**src/rtl/sd_ser_pkg.sv**
```systemverilog
// sd_ser_pkg
//   Shared definitions for the sequence-detector serializer.
//   Holds the FSM state encoding and the helper that sizes the bit counter.
//   No ports; imported by sd_piso_serializer.
package sd_ser_pkg;

  // State codes are fixed so that the detector-side debug tools can decode them.
  localparam logic [1:0] S_IDLE   = 2'b00;
  localparam logic [1:0] S_SHIFT  = 2'b01;
  localparam logic [1:0] S_PARITY = 2'b10;

  typedef enum logic [1:0] {
    ST_IDLE   = S_IDLE,
    ST_SHIFT  = S_SHIFT,
    ST_PARITY = S_PARITY
  } state_t;

  // Counter width for "bits remaining" in a WIDTH-bit word; never below one bit.
  function automatic int cnt_width(input int width);
    return (width > 1) ? $clog2(width) : 1;
  endfunction

endpackage

```
**src/rtl/sd_piso_serializer.sv**
```systemverilog
// sd_piso_serializer
//   Parallel-in/serial-out stage feeding the serial 'signal' input of the
//   sequence-detector FSMs. Words are taken over a valid/ready handshake and
//   sent one bit per clock; back-to-back words stream without an idle bubble.
//   All serial outputs are registered so the detector sees a clean bit stream.
//
//   Optional feature: define SD_SER_PARITY_EN to append an even-parity bit
//   (XOR of the accepted word) to every frame.
//
// Parameters
//   WIDTH      data word width in bits (>= 2)
//   MSB_FIRST  1: in_data[WIDTH-1] sent first, 0: in_data[0] sent first
// Ports
//   clk        clock, all logic on the rising edge
//   rst        synchronous, active-low reset
//   in_data    parallel word, sampled when accepted
//   in_valid   upstream word available
//   in_ready   word can be accepted this cycle (combinational, 0 in reset)
//   ser_bit    serial data bit, 0 whenever ser_valid is 0
//   ser_valid  ser_bit carries a frame bit this cycle
//   word_done  one-cycle pulse on the final bit of each frame
module sd_piso_serializer
  import sd_ser_pkg::*;
#(
  parameter int WIDTH     = 8,
  parameter bit MSB_FIRST = 1'b1
) (
  input  logic             clk,
  input  logic             rst,
  input  logic [WIDTH-1:0] in_data,
  input  logic             in_valid,
  output logic             in_ready,
  output logic             ser_bit,
  output logic             ser_valid,
  output logic             word_done
);

  localparam int CNT_W = cnt_width(WIDTH);
  localparam logic [CNT_W-1:0] CNT_LOAD = CNT_W'(WIDTH - 1);
  localparam logic [CNT_W-1:0] CNT_ONE  = CNT_W'(1);

  state_t           r_state;
  state_t           w_state_next;
  logic [WIDTH-1:0] r_shift;
  logic [WIDTH-1:0] w_shift_next;
  logic [CNT_W-1:0] r_bit_cnt;
  logic             r_ser_bit;
  logic             r_ser_valid;
  logic             r_word_done;
  logic             w_ready;
  logic             w_accept;
  logic             w_first_bit;
  logic             w_next_bit;
`ifdef SD_SER_PARITY_EN
  logic             r_parity;
`endif

  // The word stays whole in r_shift; the bit on the wire is always the
  // output-end bit of the freshly shifted value, so r_ser_bit can be loaded
  // straight from in_data on accept and the first bit leaves one cycle later.
  assign w_shift_next = MSB_FIRST ? (r_shift << 1) : (r_shift >> 1);
  assign w_first_bit  = MSB_FIRST ? in_data[WIDTH-1] : in_data[0];
  assign w_next_bit   = MSB_FIRST ? w_shift_next[WIDTH-1] : w_shift_next[0];

  assign w_accept  = in_valid && w_ready;
  assign in_ready  = w_ready;
  assign ser_bit   = r_ser_bit;
  assign ser_valid = r_ser_valid;
  assign word_done = r_word_done;

  // Next-state and ready decode. Ready is offered on the cycle that shows the
  // final frame bit so a new word follows with no gap; reset forces it low.
  always_comb begin
    w_state_next = r_state;
    w_ready      = 1'b0;
    case (r_state)
      ST_IDLE: begin
        w_ready = 1'b1;
        if (in_valid) w_state_next = ST_SHIFT;
      end
      ST_SHIFT: begin
        if (r_bit_cnt == '0) begin
`ifdef SD_SER_PARITY_EN
          w_state_next = ST_PARITY;
`else
          w_ready      = 1'b1;
          w_state_next = in_valid ? ST_SHIFT : ST_IDLE;
`endif
        end
      end
`ifdef SD_SER_PARITY_EN
      ST_PARITY: begin
        w_ready      = 1'b1;
        w_state_next = in_valid ? ST_SHIFT : ST_IDLE;
      end
`endif
      default: w_state_next = ST_IDLE;
    endcase
    if (!rst) begin
      w_ready      = 1'b0;
      w_state_next = ST_IDLE;
    end
  end

  // State register.
  always_ff @(posedge clk) begin
    if (!rst) r_state <= ST_IDLE;
    else      r_state <= w_state_next;
  end

  // Datapath: shift register, remaining-bit counter and registered outputs.
  // A reset discards any frame in flight; nothing resumes afterwards.
  always_ff @(posedge clk) begin
    if (!rst) begin
      r_shift     <= '0;
      r_bit_cnt   <= '0;
      r_ser_bit   <= 1'b0;
      r_ser_valid <= 1'b0;
      r_word_done <= 1'b0;
`ifdef SD_SER_PARITY_EN
      r_parity    <= 1'b0;
`endif
    end else begin
      r_word_done <= 1'b0;
      if (w_accept) begin
        r_shift     <= in_data;
        r_bit_cnt   <= CNT_LOAD;
        r_ser_bit   <= w_first_bit;
        r_ser_valid <= 1'b1;
`ifdef SD_SER_PARITY_EN
        r_parity    <= ^in_data;
`endif
      end else if (r_state == ST_SHIFT && r_bit_cnt != '0) begin
        r_shift     <= w_shift_next;
        r_bit_cnt   <= r_bit_cnt - CNT_ONE;
        r_ser_bit   <= w_next_bit;
        r_ser_valid <= 1'b1;
`ifndef SD_SER_PARITY_EN
        if (r_bit_cnt == CNT_ONE) r_word_done <= 1'b1;
`endif
`ifdef SD_SER_PARITY_EN
      end else if (r_state == ST_SHIFT) begin
        r_ser_bit   <= r_parity;
        r_ser_valid <= 1'b1;
        r_word_done <= 1'b1;
`endif
      end else begin
        r_ser_bit   <= 1'b0;
        r_ser_valid <= 1'b0;
      end
    end
  end

endmodule
```
**config.mk**
```make
export PLATFORM = sky130hd
export DESIGN_NAME = sd_piso_serializer
export DESIGN_NICKNAME = d
export VERILOG_FILES = /design/src/rtl/sd_ser_pkg.sv /design/src/rtl/sd_piso_serializer.sv
export SDC_FILE = /design/constraint.sdc
export NUM_CORES = 1
export LEC_CHECK = 0
export CORE_MARGIN = 1
export CORE_UTILIZATION = 45
export CTS_BUF_LIST = sky130_fd_sc_hd__clkbuf_2 sky130_fd_sc_hd__clkbuf_4 sky130_fd_sc_hd__clkbuf_8
export CTS_CLUSTER_DIAMETER = 100
export DETAILED_ROUTE_END_ITERATION = 6
export PLACE_DENSITY = 0.82
export SLEW_MARGIN = 20
export SYNTH_ARGS = -nofsm -noshare
export SYNTH_HDL_FRONTEND = slang
export SYNTH_SLANG_ARGS = --single-unit
```
**constraint.sdc**
```tcl
create_clock -name clk -period 1.1 [get_ports clk]
set_input_delay 0.11 -clock clk [delete_from_list [all_inputs] [get_ports clk]]
set_output_delay 0.11 -clock clk [all_outputs]
set_load 0.01 [all_outputs]
```
==> reports/results.tsv, run 1 <==
metric	value	unit
status	complete, but fails checks	
violated checks	setup timing	
syn_nets	85	
nets	113	
WL met1	707	µm
Num CTS Buffers	3	
drt first pass iters	4	
clock sinks	14	
RSZ-0062 raised after global routing	true	
commonest non-fill, non-tap cells in the layout	dfxtp_1 (12), buf_4 (11), clkdlybuf4s50_1 (10)	
Hold Crit Depth	3	
CTS tree	built	
fmax	0.767	GHz
layout cell share with drive strength beyond 1	0.402	
R2R setup slack	-190	ps
DR top layer	met4	
Tot Pwr	0.00126	W
Bufs and invs on worst path	2	
H-tree depth	1	
Max Cap Viol	0	
via count	592	
Vias/cell	5.29	
Worst Setup End Kind	output pin	
first-pass GRT wire length	2320	µm
Synth Cell Area	672	µm²
Seq/Total Area, Yosys	0.417	
port buffer count	14	
pin count of the biggest net entering global routing	16	
Critical Path Start Type	register	
vias in the first global route	528	
YS warnings	0	
CTS root buf	clkbuf_4	
initial antenna violation count	0	
Area after DPL	915	µm²
GR Overflow Total	0	
DRC Markers	0	
die area	0.00165	mm²
Avg Inst Size Synth	9.46	µm²
leading cell type in the layout, fill and taps excluded	dfxtp_1	
RR Endpoint	r_bit_cnt[1]	
worst hold endpoint	ser_bit	
Post-Synthesis Cells	71	
hold-fix buffer count after cts	0	
length in cells of the worst reg-to-reg path	6	
drt total wl	1600	µm
post-route design area	0.00100	mm²
total track usage	0.222	
Critical Path RT	990	ps
clock-pin slew on the worst setup and hold paths	80	ps
min-delay worst type	input port to register	
fin cells	112	
skew final	1.87	ps
Leak	0.432	nW
Top Family by Delay on Critical Path	flip-flops	
CP cell instances	inv_2 -> ha_4 -> nand2b_4 -> nand2_2 -> and2_4 -> buf_6	
met2 routed WL	827	µm
Setup violations, final	14	
routability cong.	0.725	
final cycle utilization of the critical path	1.19	
number of diodes	0	
post-route ant nets	0	
Detail Placement HPWL	1080	µm
core area	0.00135	mm²
worst slew pin tran	250	ps
Clock Latency Late Sink	280	ps
CP arrival	1190	ps
Crit path largest cell delay	340	ps
Iter 0 DRT Violations	8	
Reg2Reg Launch Point	r_bit_cnt[1]	
synthesis-stage register bit count	14	
Die Y	40.6	µm
CP Launch Point	r_bit_cnt[1]	
CP max stage cell	dfxtp_2	
Routed WL per cell	14.3	µm
io pins	15	
met3 WL	54	µm
relative slew slack	0.832	
Hold Startpoint	in_data[7]	
P&R area growth vs syn	49.2	%
worst setup path class	register to output pin	
Fin. Hold Viols	0	
Initial Util	0.498	
Tmin final	1300	ps
Pwr Density	1250	mW/mm²
IR drop worst, VDD	0.000974	V
chip width	40.6	µm
Max Buffers Root-to-Sink	2	
FILL cells	105	
Rows	13	
dpl cells	109	
hold slack	429	ps
DP Worst Slack	-299	ps
Final Slew Violations	0	
slack of the critical path	-205	ps
post-synth cell types	25	
CP max FO	2	
per-layer routing:
metal,global-route usage,vias up
li1,-,301
met1,0.253,278
met2,0.385,11
met3,0.0870,2
met4,0.0583,0
met5,0,-
power by group:
part / internal (W) / switching (W)
Clock: 0.000127 / 0.000156
Sequential: 0.000555 / 0.0000210
Combinational: 0.000215 / 0.000182
worst max path at each step:
stage	endpoint	slack, ps	cells past startpoint
after detailed placement	in_ready	-300	6
final	in_ready	-200	6
after CTS	in_ready	-210	6
after global routing	in_ready	-260	6
after floorplan	r_bit_cnt[1]	-20	5
after global placement	in_ready	-270	6
kinds of logic after synthesis:
logic type	after synthesis	synth area share
DFF	14	0.417
and+or+nand+nor	21	0.192
AOI/OAI and AO/OA	20	0.173
muxes	8	0.121
adders and majority gates	3	0.0559
buffers and inverters	5	0.0410
what timing repair did:
action	CTS	global route
setup buffers	2	0
endpoints found under the setup margin	18	15
pin swaps	13	1
resized for setup	22	10
endpoints found under the hold margin	0	0
synth_stat cells, drive strengths merged:
library cell | n | area share
a21o | 1 | 0.013
a21oi | 8 | 0.060
and2 | 2 | 0.022
and2b | 1 | 0.013
and3 | 1 | 0.0093
buf | 3 | 0.030
dfxtp | 14 | 0.42
ha | 3 | 0.056
inv | 2 | 0.011
mux2 | 1 | 0.017
mux2i | 7 | 0.10
nand2 | 4 | 0.026
nand2b | 7 | 0.076
nand3 | 2 | 0.015
nor2 | 1 | 0.0056
nor2b | 1 | 0.0093
nor3 | 2 | 0.015
o21a | 2 | 0.022
o21ai | 7 | 0.052
o311a | 1 | 0.015
o31ai | 1 | 0.011
layout make-up:
cell class              count  area [µm²]  area share
inverters                   2        7.51     0.00749
multi-input cells          52         439       0.438
clock buffers               3        22.5      0.0225
well taps                  15        18.8      0.0187
repair buffers             26         231       0.231
flip-flops and latches     14         283       0.282
flip-flops by register name, indices dropped and copies added, names as in the netlist:
| register | count |
|---|---|
| r_bit_cnt | 3 |
| r_state | 1 |
| r_shift | 7 |
| ser_valid | 1 |
| word_done | 1 |
| ser_bit | 1 |
tightest hold or removal path, cell delays in order:
cell	delay [ps]
clkdlybuf4s50_1	390
nand3_1	90
mux2i_1	70
metrics by stage:
| stage | utilization | setup TNS [ps] |
|---|---|---|
| 6_report | 0.742 | -1210 |
| 2_1_floorplan | - | -17.1 |
| 3_5_place_dp | 0.677 | -2080 |
| 3_3_place_gp | 0.677 | -1620 |
| 4_1_cts | 0.713 | -1470 |
| 5_1_grt | 0.742 | -1690 |
(Power assumes the default switching activity.)
==> run 2, diff against run 1 <==
--- a/config.mk
+++ b/config.mk
@@ -10,7 +10,7 @@
 export CTS_BUF_LIST = sky130_fd_sc_hd__clkbuf_2 sky130_fd_sc_hd__clkbuf_4 sky130_fd_sc_hd__clkbuf_8
 export CTS_CLUSTER_DIAMETER = 100
 export DETAILED_ROUTE_END_ITERATION = 6
-export PLACE_DENSITY = 0.82
+export PLACE_DENSITY_LB_ADDON = 0.15
 export SLEW_MARGIN = 20
 export SYNTH_ARGS = -nofsm -noshare
 export SYNTH_HDL_FRONTEND = slang
==> run 2 against run 1 <==
  * Clock-buffer cell count increased by 1
  * Clock power increased by 32%
  * Utilization increased by 0.19 points
  * First-iteration DRC count decreased by 88%
  * Fmax increased by 1.6%
  * Largest power group unchanged
  * The run still ends with setup timing left
  * Sequential power about the same
  * Global-route usage decreased by 1.9 points
  * Register-to-register slack improved by 40 ps
  * Sequential cell count unchanged
==> reports/results.tsv, run 2 (synthesis results as in run 1) <==
metric	value	unit	change
min-delay worst type	input port to register		unchanged
Max Cap Viol	0		unchanged
Leak	0.434	nW	was 0.432 nW
max reg flops	7		unchanged
fmax	0.779	GHz	was 0.767 GHz
Hold Crit Depth	3		unchanged
worst setup path class	register to output pin		unchanged
Top Family by Delay on Critical Path	flip-flops		unchanged
Critical Path Start Type	register		unchanged
Max Buffers Root-to-Sink	2		unchanged
Tmin final	1280	ps	was 1300 ps
initial antenna violation count	0		unchanged
Hold Startpoint	in_data[7]		unchanged
hold-fix buffer count after cts	0		unchanged
violated checks	setup timing		unchanged
CTS tree	built		unchanged
Bufs and invs on worst path	2		unchanged
via count	590		was 592
P&R area growth vs syn	49.5	%	was 49.2%
Detail Placement HPWL	990	µm	was 1080 µm
RSZ-0062 raised after global routing	true		unchanged
clock-pin slew on the worst setup and hold paths	80	ps	about the same
Setup violations, final	13		was 14
Initial Util	0.498		unchanged
layout cell share with drive strength beyond 1	0.398		was 0.402
core area	0.00135	mm²	unchanged
IR drop worst, VDD	0.000697	V	was 0.000974 V
first-pass GRT wire length	2040	µm	was 2320 µm
H-tree depth	1		unchanged
Largest regs	r_shift x7, r_bit_cnt x3		unchanged
commonest non-fill, non-tap cells in the layout	dfxtp_1 (12), buf_4 (11), clkdlybuf4s50_1 (10), mux2i_1 (7)		was dfxtp_1 (12), buf_4 (11), clkdlybuf4s50_1 (10)
most flop-heavy register	r_shift		unchanged
Fin. Hold Viols	0		unchanged
relative slew slack	0.822		was 0.832
worst hold endpoint	ser_bit		unchanged
drt first pass iters	3		was 4
routability cong.	0.725		about the same
Rows	13		unchanged
GR Overflow Total	0		unchanged
die area	0.00165	mm²	unchanged
DRC Markers	0		unchanged
Num CTS Buffers	3		unchanged
Critical Path RT	990	ps	about the same
Pwr Density	1320	mW/mm²	was 1250 mW/mm²
nets	113		unchanged
chip width	40.6	µm	unchanged
setup tns final	-797	ps	was -1210 ps
CP max FO	2		unchanged
R2R setup slack	-150	ps	was -190 ps
CP max stage cell	dfxtp_2		unchanged
total track usage	0.203		was 0.222
Worst Setup End Kind	output pin		unchanged
Iter 0 DRT Violations	1		was 8
length in cells of the worst reg-to-reg path	6		unchanged
final cycle utilization of the critical path	1.17		was 1.19
pin count of the biggest net entering global routing	16		unchanged
clock sinks	14		unchanged
drt total wl	1350	µm	was 1600 µm
leading cell type in the layout, fill and taps excluded	dfxtp_1		unchanged
Clock Latency Late Sink	280	ps	about the same
Crit path largest cell delay	340	ps	about the same
Die Y	40.6	µm	unchanged
CP cell instances	inv_2 -> ha_4 -> nand2b_4 -> nand2_2 -> and2_4 -> buf_6		unchanged
worst slew pin tran	265	ps	was 250 ps
DP Worst Slack	-290	ps	was -299 ps
CP arrival	1170	ps	was 1190 ps
Reg2Reg Launch Point	r_bit_cnt[1]		unchanged
number of diodes	0		unchanged
io pins	15		unchanged
Tot Pwr	0.00132	W	was 0.00126 W
post-route ant nets	0		unchanged
Routed WL per cell	12.0	µm	was 14.3 µm
CTS root buf	clkbuf_4		unchanged
RR Endpoint	r_bit_cnt[1]		unchanged
port buffer count	14		unchanged
Vias/cell	5.22		was 5.29
vias in the first global route	458		was 528
status	complete, but fails checks		unchanged
Final Slew Violations	0		unchanged
slack of the critical path	-184	ps	was -205 ps
skew final	3.12	ps	was 1.87 ps
==> run 2: changes by cell type in the layout (fill, tap and decap cells not counted), sizes merged <==
cell / previous run / this run
clkbuf: 3 / 4
==> run 2: layout make-up <==
| class | count | area (µm²) |
|---|---|---|
| Multi-Input combinational cell | 52 | 428 |
| Inverter | 2 | 7.51 |
| Tap cell | 15 | 18.8 |
| Clock buffer | 4 | 36.3 |
| Timing Repair Buffer | 26 | 231 |
| Sequential cell | 14 | 283 |
| Fill cell | 115 | 345 |
==> run 2: power by group <==
group          internal, W  total, W  switching [W]
registers         0.000555  0.000576      0.0000211
clock network     0.000202  0.000371       0.000169
logic             0.000211  0.000374       0.000163
==> run 2: worst max-delay path by stage <==
stage	start	to	cells after the start
floorplan	r_bit_cnt[1]	r_bit_cnt[1]	5
global placement	r_bit_cnt[1]	in_ready	6
detailed placement	r_bit_cnt[1]	in_ready	6
CTS	r_bit_cnt[0]	in_ready	6
global route	r_bit_cnt[0]	in_ready	6
finish	r_bit_cnt[1]	in_ready	6
==> run 2: what timing repair did <==
action | 4_1_cts | 5_1_grt
setup buffers | 0 | 0
pin swaps | 11 | 2
cloned | 0 | 0
setup endpoints to repair | 17 | 14
resized for setup | 19 | 11
==> run 2: tightest hold or removal path, delay by kind of cell <==
kind	cells	cell delay (ps)
buffers and inverters	1	390
and+or+nand+nor	1	80
muxes	1	60
==> run 2: per-stage QoR <==
stage                     cells  area, µm²  hold slack [ps]  utilization
final                       113       1000              405        0.744
after global routing        113       1000              410        0.744
after CTS                   113        958              398        0.710
after detailed placement    109        915              461        0.677
after global placement      109        915              454        0.677
after floorplan              71        686              241            -
==> run 2: metal layers <==
layer | wire [µm] | share of wire | GRT usage | vias up
met5 | 0 | 0 | 0 | -
met4 | 38 | 0.028 | 0.150 | 0
met3 | 41 | 0.030 | 0.0652 | 5
met2 | 674 | 0.50 | 0.310 | 9
met1 | 599 | 0.44 | 0.237 | 276
li1 | - | - | - | 300
